## src/rtl/prog_clk_div_if.sv

```systemverilog
// prog_clk_div_if
//   Groups the control and status signals of the programmable clock divider.
//   master: the controlling logic (drives enable and divisor loads, sees status).
//   slave : the divider itself.
//   Signals:
//     en       count enable; 0 freezes the divider
//     div_req  requested divisor N (DIV_W bits)
//     div_load strobe: capture div_req as the pending divisor
//     clk_out  divided clock (registered)
//     tick     one-cycle strobe on each clk_out rising edge (registered)
//     div_cur  divisor currently in effect
//     pend     a loaded divisor is waiting for the next period boundary
interface prog_clk_div_if #(
  parameter int DIV_W = 12
);
  logic             en;
  logic [DIV_W-1:0] div_req;
  logic             div_load;
  logic             clk_out;
  logic             tick;
  logic [DIV_W-1:0] div_cur;
  logic             pend;

  modport master (
    output en, div_req, div_load,
    input  clk_out, tick, div_cur, pend
  );

  modport slave (
    input  en, div_req, div_load,
    output clk_out, tick, div_cur, pend
  );
endinterface

```

## src/rtl/prog_clk_div.sv

```systemverilog
// prog_clk_div
//   Programmable integer clock divider. Produces a near-50% duty divided clock
//   and a one-cycle tick aligned with each of its rising edges. A new divisor
//   only takes effect at a period boundary, so clk_out never shows a runt pulse.
//   Ports:
//     clk_in  board clock, all logic on its rising edge
//     rst     synchronous reset, active-high, highest priority
//     bus     prog_clk_div_if slave modport (en, div_req, div_load in;
//             clk_out, tick, div_cur, pend out)
//   Parameters:
//     DIV_W    counter / divisor width, N range 2 .. 2**DIV_W-1
//     DEF_DIV  divisor after reset, clamped into the legal range
module prog_clk_div #(
  parameter int DIV_W   = 12,
  parameter int DEF_DIV = 4096
) (
  input  logic            clk_in,
  input  logic            rst,
  prog_clk_div_if.slave   bus
);

  localparam int MAX_DIV = (1 << DIV_W) - 1;
  localparam int DEF_CLAMPED = (DEF_DIV < 2) ? 2 :
                               (DEF_DIV > MAX_DIV) ? MAX_DIV : DEF_DIV;
  localparam logic [DIV_W-1:0] DEF_V = DIV_W'(DEF_CLAMPED);

  logic [DIV_W-1:0] cnt_q,      cnt_d;
  logic [DIV_W-1:0] div_cur_q,  div_cur_d;
  logic [DIV_W-1:0] pend_val_q, pend_val_d;
  logic             pend_q,     pend_d;
  logic             clk_out_q,  clk_out_d;
  logic             tick_q,     tick_d;

  logic [DIV_W-1:0] load_val;
  logic             wrap;
  logic [DIV_W:0]   h_eff;

  always_comb begin
    // Divisors below 2 cannot produce a clock; force them to 2.
    load_val = (bus.div_req < DIV_W'(2)) ? DIV_W'(2) : bus.div_req;
    wrap     = (cnt_q == (div_cur_q - DIV_W'(1)));

    cnt_d      = cnt_q;
    div_cur_d  = div_cur_q;
    pend_val_d = pend_val_q;
    pend_d     = pend_q;
    clk_out_d  = clk_out_q;
    tick_d     = 1'b0;

    if (bus.en && wrap) begin
      // Period boundary: a load in this very cycle beats an older pending one.
      cnt_d  = '0;
      tick_d = 1'b1;
      pend_d = 1'b0;
      if (bus.div_load) begin
        div_cur_d = load_val;
      end else if (pend_q) begin
        div_cur_d = pend_val_q;
      end
    end else begin
      if (bus.en) begin
        cnt_d = cnt_q + DIV_W'(1);
      end
      // Capture works regardless of enable; the last load before a boundary wins.
      if (bus.div_load) begin
        pend_val_d = load_val;
        pend_d     = 1'b1;
      end
    end

    // High phase length uses the divisor in effect after this edge so the
    // first cycle of a new period already follows the new ratio.
    h_eff = ({1'b0, div_cur_d} + (DIV_W+1)'(1)) >> 1;
    if (bus.en) begin
      clk_out_d = ({1'b0, cnt_d} < h_eff);
    end
  end

  always_ff @(posedge clk_in) begin
    if (rst) begin
      cnt_q      <= DEF_V - DIV_W'(1);
      div_cur_q  <= DEF_V;
      pend_val_q <= '0;
      pend_q     <= 1'b0;
      clk_out_q  <= 1'b0;
      tick_q     <= 1'b0;
    end else begin
      cnt_q      <= cnt_d;
      div_cur_q  <= div_cur_d;
      pend_val_q <= pend_val_d;
      pend_q     <= pend_d;
      clk_out_q  <= clk_out_d;
      tick_q     <= tick_d;
    end
  end

  assign bus.clk_out = clk_out_q;
  assign bus.tick    = tick_q;
  assign bus.div_cur = div_cur_q;
  assign bus.pend    = pend_q;

endmodule

```

## src/flat_wrapper.sv

```systemverilog
// flat-port wrapper written by rule: the top's interface ports become plain ports
module prog_clk_div_flat 
#(
  parameter int DIV_W   = 12,
  parameter int DEF_DIV = 4096
)
  (clk_in, rst, bus_en, bus_div_req, bus_div_load, bus_clk_out, bus_tick, bus_div_cur, bus_pend);
  prog_clk_div_if #(.DIV_W(DIV_W)) bus_i ();
  input  logic clk_in;
  input  logic rst;
  input wire logic [$bits(bus_i.en)-1:0] bus_en;
  input wire logic [$bits(bus_i.div_req)-1:0] bus_div_req;
  input wire logic [$bits(bus_i.div_load)-1:0] bus_div_load;
  output wire logic [$bits(bus_i.clk_out)-1:0] bus_clk_out;
  output wire logic [$bits(bus_i.tick)-1:0] bus_tick;
  output wire logic [$bits(bus_i.div_cur)-1:0] bus_div_cur;
  output wire logic [$bits(bus_i.pend)-1:0] bus_pend;
  assign bus_i.en = bus_en;
  assign bus_i.div_req = bus_div_req;
  assign bus_i.div_load = bus_div_load;
  assign bus_clk_out = bus_i.clk_out;
  assign bus_tick = bus_i.tick;
  assign bus_div_cur = bus_i.div_cur;
  assign bus_pend = bus_i.pend;
  prog_clk_div #(.DIV_W(DIV_W), .DEF_DIV(DEF_DIV)) u_core (.clk_in(clk_in), .rst(rst), .bus(bus_i));
endmodule
```

## config.mk

```make
export PLATFORM = sky130hd
export DESIGN_NAME = prog_clk_div_flat
export DESIGN_NICKNAME = d
export VERILOG_FILES = /design/src/rtl/prog_clk_div_if.sv /design/src/rtl/prog_clk_div.sv /design/src/flat_wrapper.sv
export SDC_FILE = /design/constraint.sdc
export NUM_CORES = 1
export LEC_CHECK = 0
export ABC_AREA = 1
export CORE_ASPECT_RATIO = 1.1
export CORE_UTILIZATION = 60
export CTS_CLUSTER_DIAMETER = 200
export DETAILED_ROUTE_END_ITERATION = 12
export PLACE_DENSITY = 0.84
export RECOVER_POWER = 100
export SYNTH_ARGS = -nofsm -noshare
export SYNTH_HDL_FRONTEND = slang
export SYNTH_SLANG_ARGS = --single-unit
```

## constraint.sdc

```tcl
create_clock -name clk_in -period 9.6 [get_ports clk_in]
set_clock_uncertainty 0.05 [all_clocks]
set_input_delay 1.92 -clock clk_in [delete_from_list [all_inputs] [get_ports clk_in]]
set_output_delay 1.92 -clock clk_in [all_outputs]
set_load 0.03 [all_outputs]
```

## Yosys cells after proc, flatten, opt, wreduce, memory -nomap -nowiden

Index checks and enable logic that the tools add are counted.
Widths: inputs -> output; s select.

| storage, ports and cells | value |
|---|---|
| register bits | 39 |
| bits of input ports | 16 |
| output and inout bits | 15 |
| logic and storage cells | 23 |

| cells by class | value |
|---|---|
| add/sub/neg operators | 3 |
| order comparisons | 2 |
| eq/ne operators | 1 |
| muxes and demuxes | 7 |
| bitwise logic cells | 1 |
| reduce and logical (&&, ||, !) cells | 3 |

Operator list:

| operator | count |
|---|---|
| $mux 12 | 6 |
| $add 12x1->13 const B | 1 |
| $add 12x1->12 const B | 1 |
| $eq 12x12->1 | 1 |
| $lt 12x12->1 | 1 |
| $lt 12x2->1 const B | 1 |
| $sub 12x1->12 const B | 1 |
| $reduce_and 2->1 | 1 |
| $reduce_or 2->1 | 1 |
| $logic_and 1x1->1 | 1 |
| $mux 1 | 1 |
| $not 1->1 | 1 |

## Logic depth before layout (Yosys ltp)

| depth | value |
|---|---|
| depth in word-level cells | 6 |
| depth in mapped cells | 30 |
| mapped depth without buffers | 29 |

## Least setup slack after synthesis

OpenSTA, ideal clock, no wires.

| timing | value |
|---|---|
| path kind | input to register |
| from | input bus_en |
| to | register u_core.clk_out_q, in the netlist u_core.bus.clk_out |
| setup time | 0.070 ns |
| data arrival time | 4.411 ns |
| required time | 9.480 ns |
| setup slack | 5.069 ns |
| cell stages on the path | 24 |
| cells stage by stage | inv_1 > a21oi_1 > nand3_1 > nor2_1 > nand2_1 > nor2_2 > nand3_4 > inv_2 > buf_6 > nand2_1 > nand2_2 > ha_1 > nand2_1 > nor2_4 > nand3_1 > xor2_1 > ha_1 > a21oi_1 > nor2_1 > a211oi_1 > o221ai_1 > nor2_1 > nand2_1 > a21oi_1 |

| between the ends | value |
|---|---|
| longest elaborated chain between the ends | 4 |
| elaborated cells on any way between the ends | 6 |
| classes of those cells | add/sub: 1; order compare: 1; mux: 3; reduce/logical: 1 |

Ends and longest elaborated chain:

| item | line | text |
|---|---|---|
| from (decl) | flat_wrapper.sv:11 | `input wire logic [$bits(bus_i.en)-1:0] bus_en;` |
| $logic_and 1x1->1 | prog_clk_div.sv:50 | `if (bus.en && wrap) begin` |
| $mux 12 | prog_clk_div.sv:50 |  |
| named net u_core.div_cur_d[0] | prog_clk_div.sv:28 | `logic [DIV_W-1:0] div_cur_q, div_cur_d;` |
| $add 12x1->13 | prog_clk_div.sv:73 | `h_eff = ({1'b0, div_cur_d} + (DIV_W+1)'(1)) >> 1;` |
| $lt 12x12->1 | prog_clk_div.sv:75 | `clk_out_d = ({1'b0, cnt_d} < h_eff);` |
| to (signal assigned) | prog_clk_div.sv:92 | `clk_out_q <= clk_out_d;` |
| to (decl) | prog_clk_div.sv:31 | `logic clk_out_q, clk_out_d;` |

The timed path passes the listed nets, and every way through them passes these cells.
A chain may end at the register's enable or synchronous reset.

## Worst setup path in the final report

Same ends and word-level chain as after synthesis.

==> impl_metrics.py <==
metrics = {
    "worst_setup_path": {
        "critical_path.cell_chain": "dlygate4sd3_1 > inv_1 > a21oi_1 > nand3_1 > nor2_1 > nand2_1 > nor2_2 > nand3_1 > inv_1 > nand2_1 > nand2_1 > ha_1 > nand2_1 > nor2_1 > nand3_1 > xor2_1 > ha_1 > a21oi_1 > nor2_1 > a211oi_1 > o221ai_1 > nor2_1 > nand2_1 > a21oi_1",
        "slowest_stage": "nand3_1",
        "reg2reg_slack_ns": 4.02,
        "timing.rr.start": "u_core.bus.div_cur[0]",
        "reg2reg_depth": 26,
        "cp_top_family": "simple AND/OR/NAND/NOR gates",
        "r2r-end": "u_core.bus.clk_out",
        "cp_common_cell": "nand2_1",
        "arrival_ns": 7.10,
        "endpoint": "u_core.bus.clk_out",
        "required_ns": 9.78,
        "start_kind": "primary input",
        "path_buf_inv": 3,
        "crit_type": "primary input to register",
        "startpoint": "bus_en",
        "path_depth": 24,
        "end_kind": "register",
        "slowest_delay_ns": 0.86,
        "worstPathMaxFanout": 31,
    },
    "drt": {
        "vias": 2943,
        "viasPerCell": 5.56,
        "firstDrtPassIters": 5,
        "first_iter_violations": 196,
        "drc": 0,
        "met3_length_um": 485,
        "wl_met1_mm": 3.15,
        "postRouteAntennaNets": 0,
        "top_layer_used": "met4",
        "wl_met2_mm": 3.64,
        "wl_per_cell_um": 14.3,
        "finalWirelength_mm": 7.58,
    },
    "clock_tree": {
        "cts-root-buf": "clkbuf_8",
        "cts_setup_buffers": 0,
        "ctsHoldBuffers": 0,
        "cts_buffers": 5,
        "cts_tree": "yes",
        "ctsResizeCount": 0,
        "clk-insertion-delay-late_ns": 0.30,
        "clockBufferDepth": 2,
        "clk_pin_slew_ns": 0.08,
        "clkSinkCount": 39,
        "htreeDepth": 2,
    },
    "yosys": {
        "synth_edf_count": 0,
        "yosysTopAreaCell": "dfxtp_1",
        "synth_top_area_share_pct": 27.1,
        "netlist_area_um2": 2880,
        "yosysWarnings": 0,
        "synth_common_cells": "nand2_1, inv_1, dfxtp_1",
        "ys.flop_type": "dfxtp_1",
        "synth_async_sr_flop_share_pct": 0,
        "syn_nets": 481,
        "yosysSeqAreaShare_pct": 27.1,
        "synth_area_leaders": "dfxtp_1, nand2_1, ha_1",
        "ys_ff_latch": 39,
        "avgSynthCellArea_um2": 6.39,
        "yosysMostFrequentCell": "nand2_1",
        "ys_types": 33,
        "syn-instance-count": 451,
    },
    "power": {
        "cellPowerDensity_nw_per_um2": 430,
        "power_mw": 1.40,
        "max-vdd-ir-drop_uv": 362,
        "leakagePower_nw": 1.63,
    },
    "grt": {
        "gr-total-overflow": 0,
        "grt_start_max_net_pins": 34,
        "grt_pass1_wl_mm": 12.6,
        "grt_usage_pct": 33.5,
        "antenna_found_initial": 0,
        "grt_pass1_vias": 2701,
    },
    "sta": {
        "fmax_mhz": 144,
        "setup_ws_ns": 2.67,
        "finalSetupViolCount": 0,
        "grt_setup_unrepaired": "no",
        "period_share_pct": 72.1,
        "final-max-slew-violation-count": 0,
        "slew_headroom_pct": 17.9,
        "tightest_slew_ns": 1.23,
        "hold_viol": 0,
        "fin_crit_ns": 6.93,
        "setup_tns_ns": 0,
    },
    "placed_design": {
        "detailed_place_hpwl_mm": 5.54,
        "port_buffers": 30,
        "dp_slack_ns": 3.75,
        "place_congestion": 0.878,
    },
    "final_layout": {
        "final_layout_size_suffix_gt1_share_pct": 7.61,
        "antenna_cells": 0,
        "num-nets-final": 502,
        "post-route-util_pct": 70.6,
        "syn_to_final_growth_pct": 13.2,
        "fillers": 413,
    },
    "floorplan": {
        "die_h_um": 74.7,
        "dieArea_um2": 5090,
        "die_w_um": 68.1,
        "boundaryPins": 31,
        "core_um2": 4620,
        "start_util_pct": 62.4,
        "fp-row-count": 26,
    },
    "min_path": {
        "hold_path_depth": 2,
        "hold_path.class": "register to register",
    },
    "flow_run": {
        "max-cap-violations": 0,
    },
    "status": {
        "status": "finished clean",
    },
}
[worst min-delay path, cell delays in order, from the launching register on]
cell and delay [ns]:
dfxtp_1 0.30, inv_1 0.06, a21oi_1 0.06
[routing by layer]
layer | vias up | global-route usage (%)
li1 | 1466 | -
met1 | 1350 | 42.0
met2 | 99 | 54.8
met3 | 28 | 5.15
met4 | 0 | 18.1
met5 | - | 0
[area by class of cell]
type                       count  area, um2  share of cell area [%]
clock buffer                   6       72.6                    2.22
clock inverter                 2       60.1                    1.84
inverter                      49        184                    5.64
multi-input combinational    347       1800                    55.0
sequential                    39        781                    23.9
tap                           56       70.1                    2.15
timing repair buffer          30        300                    9.20
[power breakdown]
| group | switching [mW] | internal, mW |
|---|---|---|
| Sequential | 0.0537 | 0.201 |
| Combinational | 0.609 | 0.374 |
| Clock | 0.0615 | 0.104 |
[registers in the layout, indices dropped and copies added, names as in the netlist]
register            flops
u_core.bus.div_cur     12
u_core.cnt_q           12
u_core.pend_val_q      12
u_core.bus.clk_out      1
u_core.bus.pend         1
u_core.bus.tick         1
[logic make-up (layout without fill, tap and decap cells)]
family / Yosys count / in the layout / share of synthesized area [%]
adders and majority gates: 14 / 14 / 6.08
DFF: 39 / 39 / 27.1
buffers and inverters: 65 / 87 / 9.46
and+or+nand+nor: 249 / 249 / 38.2
AOI/OAI and AO/OA: 59 / 59 / 11.6
xor gates and xnor gates: 25 / 25 / 7.60
[placed cells by master (no fill, tap or decap), types with 2 or more instances in the layout]
cell type / synthesis / routed
a211oi_1: 3 / 3
a21oi_1: 17 / 17
bufinv_16: 0 / 2
clkbuf_8: 0 / 5
clkdlybuf4s50_1: 0 / 14
dfxtp_1: 39 / 39
dlygate4sd3_1: 0 / 16
ha_1: 14 / 14
inv_1: 42 / 44
inv_2: 6 / 4
nand2_1: 146 / 150
nand2_2: 12 / 8
nand3_1: 24 / 25
nand4_1: 5 / 5
nor2_1: 37 / 38
nor2_2: 10 / 10
nor2_4: 4 / 3
nor3_1: 5 / 5
nor4_1: 2 / 2
o211ai_1: 4 / 4
o21ai_0: 27 / 28
o21ai_1: 3 / 3
or2_2: 2 / 2
xnor2_1: 5 / 5
xor2_1: 20 / 20
[stage by stage]
| step | cell area (um2) | cells | hold WS [ns] |
|---|---|---|---|
| 6_report | 3260 | 529 | 0.409 |
| 2_1_floorplan | 2880 | 451 | 0.379 |
| 4_1_cts | 3300 | 529 | 0.414 |
| 5_1_grt | 3260 | 529 | 0.440 |
| 3_3_place_gp | 3160 | 521 | 0.391 |
| 3_5_place_dp | 3160 | 521 | 0.401 |
[worst min-delay path by stage]
stage | from | to | slack, ns
final | u_core.pend_val_q[9] | u_core.pend_val_q[9] | 0.41
after global routing | u_core.pend_val_q[10] | u_core.pend_val_q[10] | 0.44
after CTS | u_core.pend_val_q[9] | u_core.pend_val_q[9] | 0.41
after detailed placement | u_core.pend_val_q[9] | u_core.pend_val_q[9] | 0.40
after global placement | u_core.pend_val_q[9] | u_core.pend_val_q[9] | 0.39
after floorplan | u_core.pend_val_q[10] | u_core.pend_val_q[10] | 0.38
(Power assumes the default switching activity.)
